<file path="src/rtl/lif_bank.sv">
// Bank of leaky integrate-and-fire neurons updated in parallel on each valid timestep.
// Each channel has a saturating membrane voltage, a refractory counter and a selectable post-spike reset.
module lif_bank #(
  parameter int N_CH       = 4,
  parameter int V_SIZE     = 8,
  parameter int THRESHOLD  = 64,
  parameter int V_LEAK     = 1,
  parameter int REFRAC     = 2,
  parameter int RESET_MODE = 0
) (
  input  logic                     clk,
  input  logic                     rst,
  input  logic                     in_valid,
  input  logic [N_CH*V_SIZE-1:0]   spike_in,
  output logic                     out_valid,
  output logic [N_CH-1:0]          spike_out
);

  localparam int VW   = V_SIZE - 1;
  localparam int RW   = (REFRAC > 0) ? $clog2(REFRAC + 1) : 1;
  localparam int VMAX = (1 << VW) - 1;

  localparam logic signed [V_SIZE:0] VMAX_S   = (V_SIZE + 1)'(VMAX);
  localparam logic signed [V_SIZE:0] LEAK_S   = (V_SIZE + 1)'(V_LEAK);
  localparam logic [VW-1:0]          THR_V    = VW'(THRESHOLD);
  localparam logic [RW-1:0]          REFRAC_V = RW'(REFRAC);

  logic [N_CH*VW-1:0] volt_r;
  logic [N_CH*VW-1:0] volt_nxt;
  logic [N_CH*RW-1:0] refr_r;
  logic [N_CH*RW-1:0] refr_nxt;
  logic [N_CH-1:0]    spike_nxt;

  logic [VW-1:0]          v_cur;
  logic [RW-1:0]          r_cur;
  logic [V_SIZE-1:0]      x_cur;
  logic signed [V_SIZE:0] sum;
  logic [VW-1:0]          n_val;

  // Next-state computation for every channel: integrate, saturate, leak, fire, refractory.
  always_comb begin
    volt_nxt  = volt_r;
    refr_nxt  = refr_r;
    spike_nxt = '0;
    v_cur     = '0;
    r_cur     = '0;
    x_cur     = '0;
    sum       = '0;
    n_val     = '0;
    for (int c = 0; c < N_CH; c++) begin
      v_cur = volt_r[c*VW +: VW];
      r_cur = refr_r[c*RW +: RW];
      x_cur = spike_in[c*V_SIZE +: V_SIZE];
      // Two extra bits keep v + x exact: unsigned v zero-extended, x sign-extended.
      sum   = $signed({2'b00, v_cur}) + $signed({x_cur[V_SIZE-1], x_cur});
      n_val = '0;
      if (r_cur != '0) begin
        refr_nxt[c*RW +: RW] = r_cur - RW'(1);
      end else begin
        if (sum > VMAX_S) begin
          n_val = VW'(VMAX);
        end else if (sum > LEAK_S) begin
          n_val = VW'(sum - LEAK_S);
        end else begin
          n_val = '0;
        end
        if (n_val >= THR_V) begin
          spike_nxt[c]         = 1'b1;
          refr_nxt[c*RW +: RW] = REFRAC_V;
          if (RESET_MODE != 0) begin
            volt_nxt[c*VW +: VW] = n_val - THR_V;
          end else begin
            volt_nxt[c*VW +: VW] = '0;
          end
        end else begin
          volt_nxt[c*VW +: VW] = n_val;
        end
      end
    end
  end

  // Channel state and registered spike flags; state only advances on accepted timesteps.
  always_ff @(posedge clk) begin
    if (rst) begin
      volt_r    <= '0;
      refr_r    <= '0;
      out_valid <= 1'b0;
      spike_out <= '0;
    end else if (in_valid) begin
      volt_r    <= volt_nxt;
      refr_r    <= refr_nxt;
      out_valid <= 1'b1;
      spike_out <= spike_nxt;
    end else begin
      out_valid <= 1'b0;
      spike_out <= '0;
    end
  end

endmodule

</file>
<file path="config.mk">
export PLATFORM = sky130hd
export DESIGN_NAME = lif_bank
export DESIGN_NICKNAME = d
export VERILOG_FILES = /design/src/rtl/lif_bank.sv
export SDC_FILE = /design/constraint.sdc
export NUM_CORES = 1
export LEC_CHECK = 0
export ABC_AREA = 1
export ABC_CLOCK_PERIOD_IN_PS = 5500
export BUFFER_PORTS_ARGS = -buffer_cell sky130_fd_sc_hd__buf_4
export CAP_MARGIN = 20
export CORE_UTILIZATION = 40
export DETAILED_ROUTE_END_ITERATION = 12
export SLEW_MARGIN = 40
export SYNTH_ARGS = -nofsm -noshare
export SYNTH_HDL_FRONTEND = slang
export SYNTH_SLANG_ARGS = --single-unit
</file>
<file path="constraint.sdc">
create_clock -name clk -period 5.5 [get_ports clk]
set_input_delay 0.825 -clock clk [delete_from_list [all_inputs] [get_ports clk]]
set_output_delay 0.825 -clock clk [all_outputs]
set_load 0.01 [all_outputs]
</file>
==> results of run 1 <==
==> final cells by class <==
cell class / instances / share of cell area [%]
multi-input cells: 464 / 62.37
well taps: 129 / 3.593
repair buffers: 39 / 6.518
clock buffers: 5 / 1.532
inverters: 83 / 6.936
clock inverters: 2 / 0.7799
flip-flops and latches: 41 / 18.27
==> critical path, delay by kind of cell <==
kind / cells / cell delay [ns]
buffers and inverters: 3 / 0.28
AOI/OAI and AO/OA: 1 / 0.16
adders and majority gates: 3 / 0.85
and+or+nand+nor: 9 / 0.89
==> stage by stage <==
| step | std cells | util [%] |
|---|---|---|
| 6_report | 763 | 47.71 |
| 5_1_grt | 763 | 47.71 |
| 4_1_cts | 763 | 47.71 |
| 3_5_place_dp | 756 | 46.60 |
| 3_3_place_gp | 756 | 46.60 |
| 2_1_floorplan | 595 | - |
==> worst max path at each step <==
| stage | to | slack [ns] | cells after the start |
|---|---|---|---|
| 6_report | refr_r[0]$_SDFFE_PP0P_ | 2.69 | 16 |
| 5_1_grt | refr_r[1]$_SDFFE_PP0P_ | 2.43 | 17 |
| 4_1_cts | refr_r[0]$_SDFFE_PP0P_ | 2.69 | 17 |
| 3_5_place_dp | refr_r[0]$_SDFFE_PP0P_ | 2.37 | 16 |
| 3_3_place_gp | refr_r[1]$_SDFFE_PP0P_ | 2.50 | 16 |
| 2_1_floorplan | refr_r[0]$_SDFFE_PP0P_ | 2.70 | 15 |
==> per-layer routing <==
layer  wire (um)  vias to the layer above  GRT usage [%]
met1        4141                     1649          21.60
met5           0                        -              0
li1            -                     2030              -
met2        4085                       50          31.13
met3         236                        6          2.415
met4          38                        0          2.899
==> sequential cells by signal, summed over array words and instances, names as in the netlist <==
register and count:
out_valid 1, refr_r 8, spike_out 4, volt_r 28
==> placed cells by master, fill, tap and decap left out, types with 12 or more instances in the layout <==
cell type and n:
nand4_1 17, buf_4 39, o21ai_0 14, dfxtp_1 41, nor2_1 55, nand3_1 63, nand2_2 12, nand2_1 137
inv_1 78, a21oi_1 45, ha_1 48
==> power breakdown <==
part / switching, mW / total (mW) / internal (mW)
Clock: 0.103 / 0.235 / 0.132
Sequential: 0.0201 / 0.347 / 0.327
Combinational: 0.317 / 0.512 / 0.195
Total: 0.440 / 1.09 / 0.654
==> kinds of logic (layout without fill, tap and decap cells) <==
group / count (synthesis) / count (layout) / synth area share (%)
AO/OA/AOI/OAI: 74 / 74 / 10.47
XOR/XNOR: 16 / 16 / 3.911
adder cells (fa/ha/maj): 52 / 52 / 17.16
buffers and inverters: 90 / 129 / 8.675
flip-flops: 41 / 41 / 20.69
AND/OR/NAND/NOR: 322 / 322 / 39.09
==> metrics.md, run 1 <==
| Metric | Value |
|---|---|
| Crit-path max cell delay | 0.46 ns |
| H-tree levels | 2 |
| RSZ-0062 raised after global routing | false |
| Yosys warnings | 0 |
| R2r worst-path depth | 15 |
| WL/cell | roughly 11 um |
| Final WS setup | around 2.7 ns |
| Pleak | around 2.3 nW |
| Critical Path End Type | flop |
| Number of enable flip-flop cells after synthesis | 0 |
| Final Cell Area | 4492 um2 |
| TritonCTS clock tree | done |
| # diodes | 0 |
| Layout cells sized above 1 | between 10% and 20% |
| Critical Path Source | spike_in[0] |
| I/O Pins | 40 |
| Number of setup buffers added after CTS | 0 |
| Remaining routing DRC violations | 0 |
| Register area share after synthesis | ~21% |
| Critical path's slowest cell | fa_1 |
| Area occupied by multi-input gates | between 2000 and 3000 um2 |
| Max Clk Rate | 355.8 MHz |
| Core ar. | 9415 um2 |
| Dominant synthesized flop cell | dfxtp_1 |
| Fin crit period | between 2 and 3 ns |
| Hold crit path type | reg -> reg |
| Mapped cell area | between 3000 and 4000 um2 |
| Yosys top cell area share | roughly 21% |
| Die span in y | about 100 um |
| HPWL after DPL | 6.951 mm |
| PostCTS Resize Cnt | 0 |
| Cell variety after synth | 35 |
| TritonRoute pass-1 iters | 4 |
| Gr usage total | approximately 17% |
| Post-Place Setup Slack | around 2.4 ns |
| Clock-pin slew of the registers on the worst-case setup and hold paths | approximately 0.08 ns |
| Final hold vios | 0 |
| Peak supply drop | about 0.13 mV |
| Num CTS Buffers | 5 |
| Synth Register Bits | 41 |
| Cells after Synth | between 500 and 600 |
| Initial antenna violation count | 0 |
| Slew HR | between 50% and 60% |
| Mean Syn Cell Area | 6.666 um2 |
| GRT overflow | 0 |
| Layout Nets | between 700 and 800 |
| Hold buffers post-CTS | 0 |
| Hold_sp | volt_r[20]$_SDFFE_PP0P_ |
| Most common cell in the netlist | nand2_1 |
| Pin count of the biggest net entering global routing | 26 |
| Max-slew violations | 0 |
| Number of global-route vias before repair | 3481 |
| Critical path class | in -> reg |
| Synth Net Count | ~680 |
| Reg2reg start | volt_r[0]$_SDFFE_PP0P_ |
| Power Density | 243.6 nW/um2 |
| Fin Clk Skew | approximately 0.0064 ns |
| Fin Setup TNS | 0 ns |
| CP cell instances | buf_4 > ha_1 > fa_1 > inv_1 > ha_1 > inv_1 > nor2_1 > nand3_1 > nor2_1 > nand2_1 > nand2_1 > nand2_1 > nand3_4 > nand3_2 > a21oi_1 > nor2_1 |
| Worst path required time | 5.68 ns |
| Clock Path Buffers | 2 |
| Arr. time, crit path | ~3 ns |
| R2R setup slack | approximately 3.0 ns |
| Die area | between 10000 and 15000 um2 |
| Via Count | ~3.7k |
| First-pass GRT wire length | between 10 and 15 mm |
| Synth top cells by count | nand2_1 (137), inv_1 (78), nand3_1 (63) |
| Hold-critical path depth | 2 |
| CP max FO | 8 |
| Via density | 4.895 |
| Reg2reg end | refr_r[0]$_SDFFE_PP0P_ |
| Sequential cell area | between 800 and 900 um2 |
| WHS Endpoint | volt_r[20]$_SDFFE_PP0P_ |
| Routed Antenna Nets | 0 |
| Final setup viols | 0 |
| Worst-Skew Late Latency | 0.29 ns |
| Num rows | 35 |
| Yosys top cell by area | dfxtp_1 |
| Power after layout | around 1.1 mW |
| Worst Tran Pin Value | roughly 0.74 ns |
| Critical path startpoint category | input port |
| Routability Congestion | 0.8243 |
| Top post-synthesis cells by area | dfxtp_1 (21%), ha_1 (15%), nand2_1 (13%) |
| Ys async rst share | 0% |
| Initial Util | 42.13% |
| Port Buf Inserts | 39 |
| Status | finished clean |
| DP Area | 4388 um2 |
| CTS root buffer | clkbuf_8 |
| Period utilisation layout | between 50% and 60% |
| Final hold slack | 0.4529 ns |
| Initial DRC count | 76 |
| CTS sink count | 41 |
| Filler cells | roughly 960 |
| Die Wd | about 100 um |
| Max_cap viols | 0 |
| P&R area growth vs syn | 13.25% |
| WL final | about 8.5 mm |
No activity file was read; power rests on OpenSTA's default activity.
==> run 2: changes to the inputs <==
- ABC_CLOCK_PERIOD_IN_PS: 5500 -> 2550
- clock period: 5.5 -> 2.55 ns (I/O delays scaled with it)
==> metrics.md, run 2 (synthesized netlist as in run 1, its figures left out) <==
| Metric | Value |
|---|---|
| HPWL after DPL | 6.855 mm |
| Max Clk Rate | 423.3 MHz |
| Layout Nets | roughly 730 |
| Critical path class | reg -> reg |
| Fin crit period | around 2.4 ns |
| Final setup viols | 0 |
| Initial DRC count | between 100 and 150 |
| Die Wd | 101.6 um |
| Most common cell after layout, fill and taps aside | nand2_1 |
| Routed Antenna Nets | 0 |
| WL/cell | 11.12 um |
| Gr usage total | 17.39% |
| Post-Place Setup Slack | -0.04917 ns |
| Post-Layout Cell Count | between 700 and 800 |
| Max_cap viols | 0 |
| P&R area growth vs syn | 15.87% |
| DP Area | about 4400 um2 |
| Pleak | about 2.3 nW |
| TritonCTS clock tree | done |
| Hold buffers post-CTS | 0 |
| Layout cells sized above 1 | approximately 17% |
| Reg2reg start | volt_r[14]$_SDFFE_PP0P_ |
| Power Density | 531.5 nW/um2 |
| Pin count of the biggest net entering global routing | 26 |
| Max-slew violations | 0 |
| H-tree levels | 2 |
| R2r worst-path depth | 15 |
| Via density | slightly below 5 |
| Num CTS Buffers | 5 |
| Setup crit end | refr_r[4]$_SDFFE_PP0P_ |
| TritonRoute pass-1 iters | 4 |
| Hold crit path type | in -> reg |
| Final hold vios | 0 |
| Final WS setup | ~0.19 ns |
| Num rows | 35 |
| Port Buf Inserts | 39 |
| Worst Tran Pin Value | 0.7041 ns |
| CP bufs+invs | 2 |
| # diodes | 0 |
| Number of global-route vias before repair | between 3k and 4k |
| Crit-path max cell delay | 0.47 ns |
| CTS sink count | about 40 |
| Status | finished clean |
| CP delay by family, top | simple AND/OR/NAND/NOR gates |
| First-pass GRT wire length | ~15 mm |
| Peak supply drop | approximately 0.25 mV |
| Final hold slack | about 0.4 ns |
| Critical path startpoint category | flop |
| Remaining routing DRC violations | 0 |
| Filler cells | around 980 |
| Clock-pin slew of the registers on the worst-case setup and hold paths | about 0.08 ns |
| Reg with most FFs | volt_r |
| Reg2reg end | refr_r[4]$_SDFFE_PP0P_ |
| Routability Congestion | 0.8448 |
| CTS root buffer | clkbuf_8 |
| Via Count | 3800 |
| Worst path required time | ~2.7 ns |
| Core ar. | ~9400 um2 |
| Fin Setup TNS | 0 ns |
| Period utilisation layout | slightly above 90% |
| Max FFs per register | 28 |
| Die area | just over 10000 um2 |
| Slew HR | 53.01% |
| WL final | between 8 and 9 mm |
| I/O Pins | 40 |
| Top flop regs | volt_r: 28 flops, refr_r: 8 flops, spike_out: 4 flops |
| Arr. time, crit path | ~2.6 ns |
| Critical Path End Type | flop |
| Clock Path Buffers | 2 |
| Final Cell Area | 4596 um2 |
| GRT overflow | 0 |
| Fin Clk Skew | between 0.007 and 0.008 ns |
| Area occupied by multi-input gates | 2835 um2 |
| Most frequent cells in the layout | nand2_1 (136), inv_1 (78), nand3_1 (62) |
| Hold_sp | rst |
| Placed Cells incl. Taps | between 700 and 800 |
| CP max FO | 6 |
| Critical path's slowest cell | fa_1 |
| Initial Util | approximately 42% |
| Die span in y | 101.6 um |
| Finished Core Util | between 40% and 50% |
| Worst-Skew Late Latency | approximately 0.29 ns |
| Initial antenna violation count | 0 |
| Sequential cell area | around 820 um2 |
| Critical Path Source | volt_r[14]$_SDFFE_PP0P_ |
| CP cell instances | ha_1 > fa_1 > inv_1 > ha_1 > inv_1 > nor2_2 > nand3_2 > nor2_1 > nand4_1 > nand2_2 > nand2_4 > nand2_2 > nand3_1 > nand2_1 > nor2_1 |
| R2R setup slack | 0.19 ns |
| WP depth | 15 |
| Power after layout | between 2 and 2.5 mW |
## run 2: what timing repair did
action,4_1_cts,5_1_grt
buffers inserted,0,2
hold endpoints to repair,0,0
resized for setup,0,11
setup endpoints to repair,0,8
## run 2: cell type report
cell class / instances / share of cell area (%)
Multi-Input combinational cell: 464 / 61.69
Sequential cell: 41 / 17.89
Timing Repair Buffer: 46 / 7.514
Tap cell: 129 / 3.512
Inverter: 83 / 6.779
Clock buffer: 6 / 1.797
Clock inverter: 2 / 0.8168
## run 2: how the worst min path moves through the flow
stage / endpoint / slack, ns / cells past startpoint
after global routing: volt_r[12]$_SDFFE_PP0P_ / 0.42 / 2
final: volt_r[23]$_SDFFE_PP0P_ / 0.40 / 2
after detailed placement: volt_r[20]$_SDFFE_PP0P_ / 0.44 / 2
after global placement: volt_r[20]$_SDFFE_PP0P_ / 0.44 / 2
after floorplan: volt_r[13]$_SDFFE_PP0P_ / 0.43 / 2
after CTS: volt_r[12]$_SDFFE_PP0P_ / 0.40 / 2
## run 2: metal layers
layer / wire [um] / track usage (%)
met5: 0 / 0
met4: 102 / 4.794
met3: 242 / 2.208
met2: 3995 / 29.73
met1: 4234 / 22.93
## run 2: power by group
part | internal, mW | switching (mW)
Sequential | 0.706 | 0.0445
Clock | 0.318 | 0.234
Combinational | 0.444 | 0.696
Total | 1.47 | 0.974
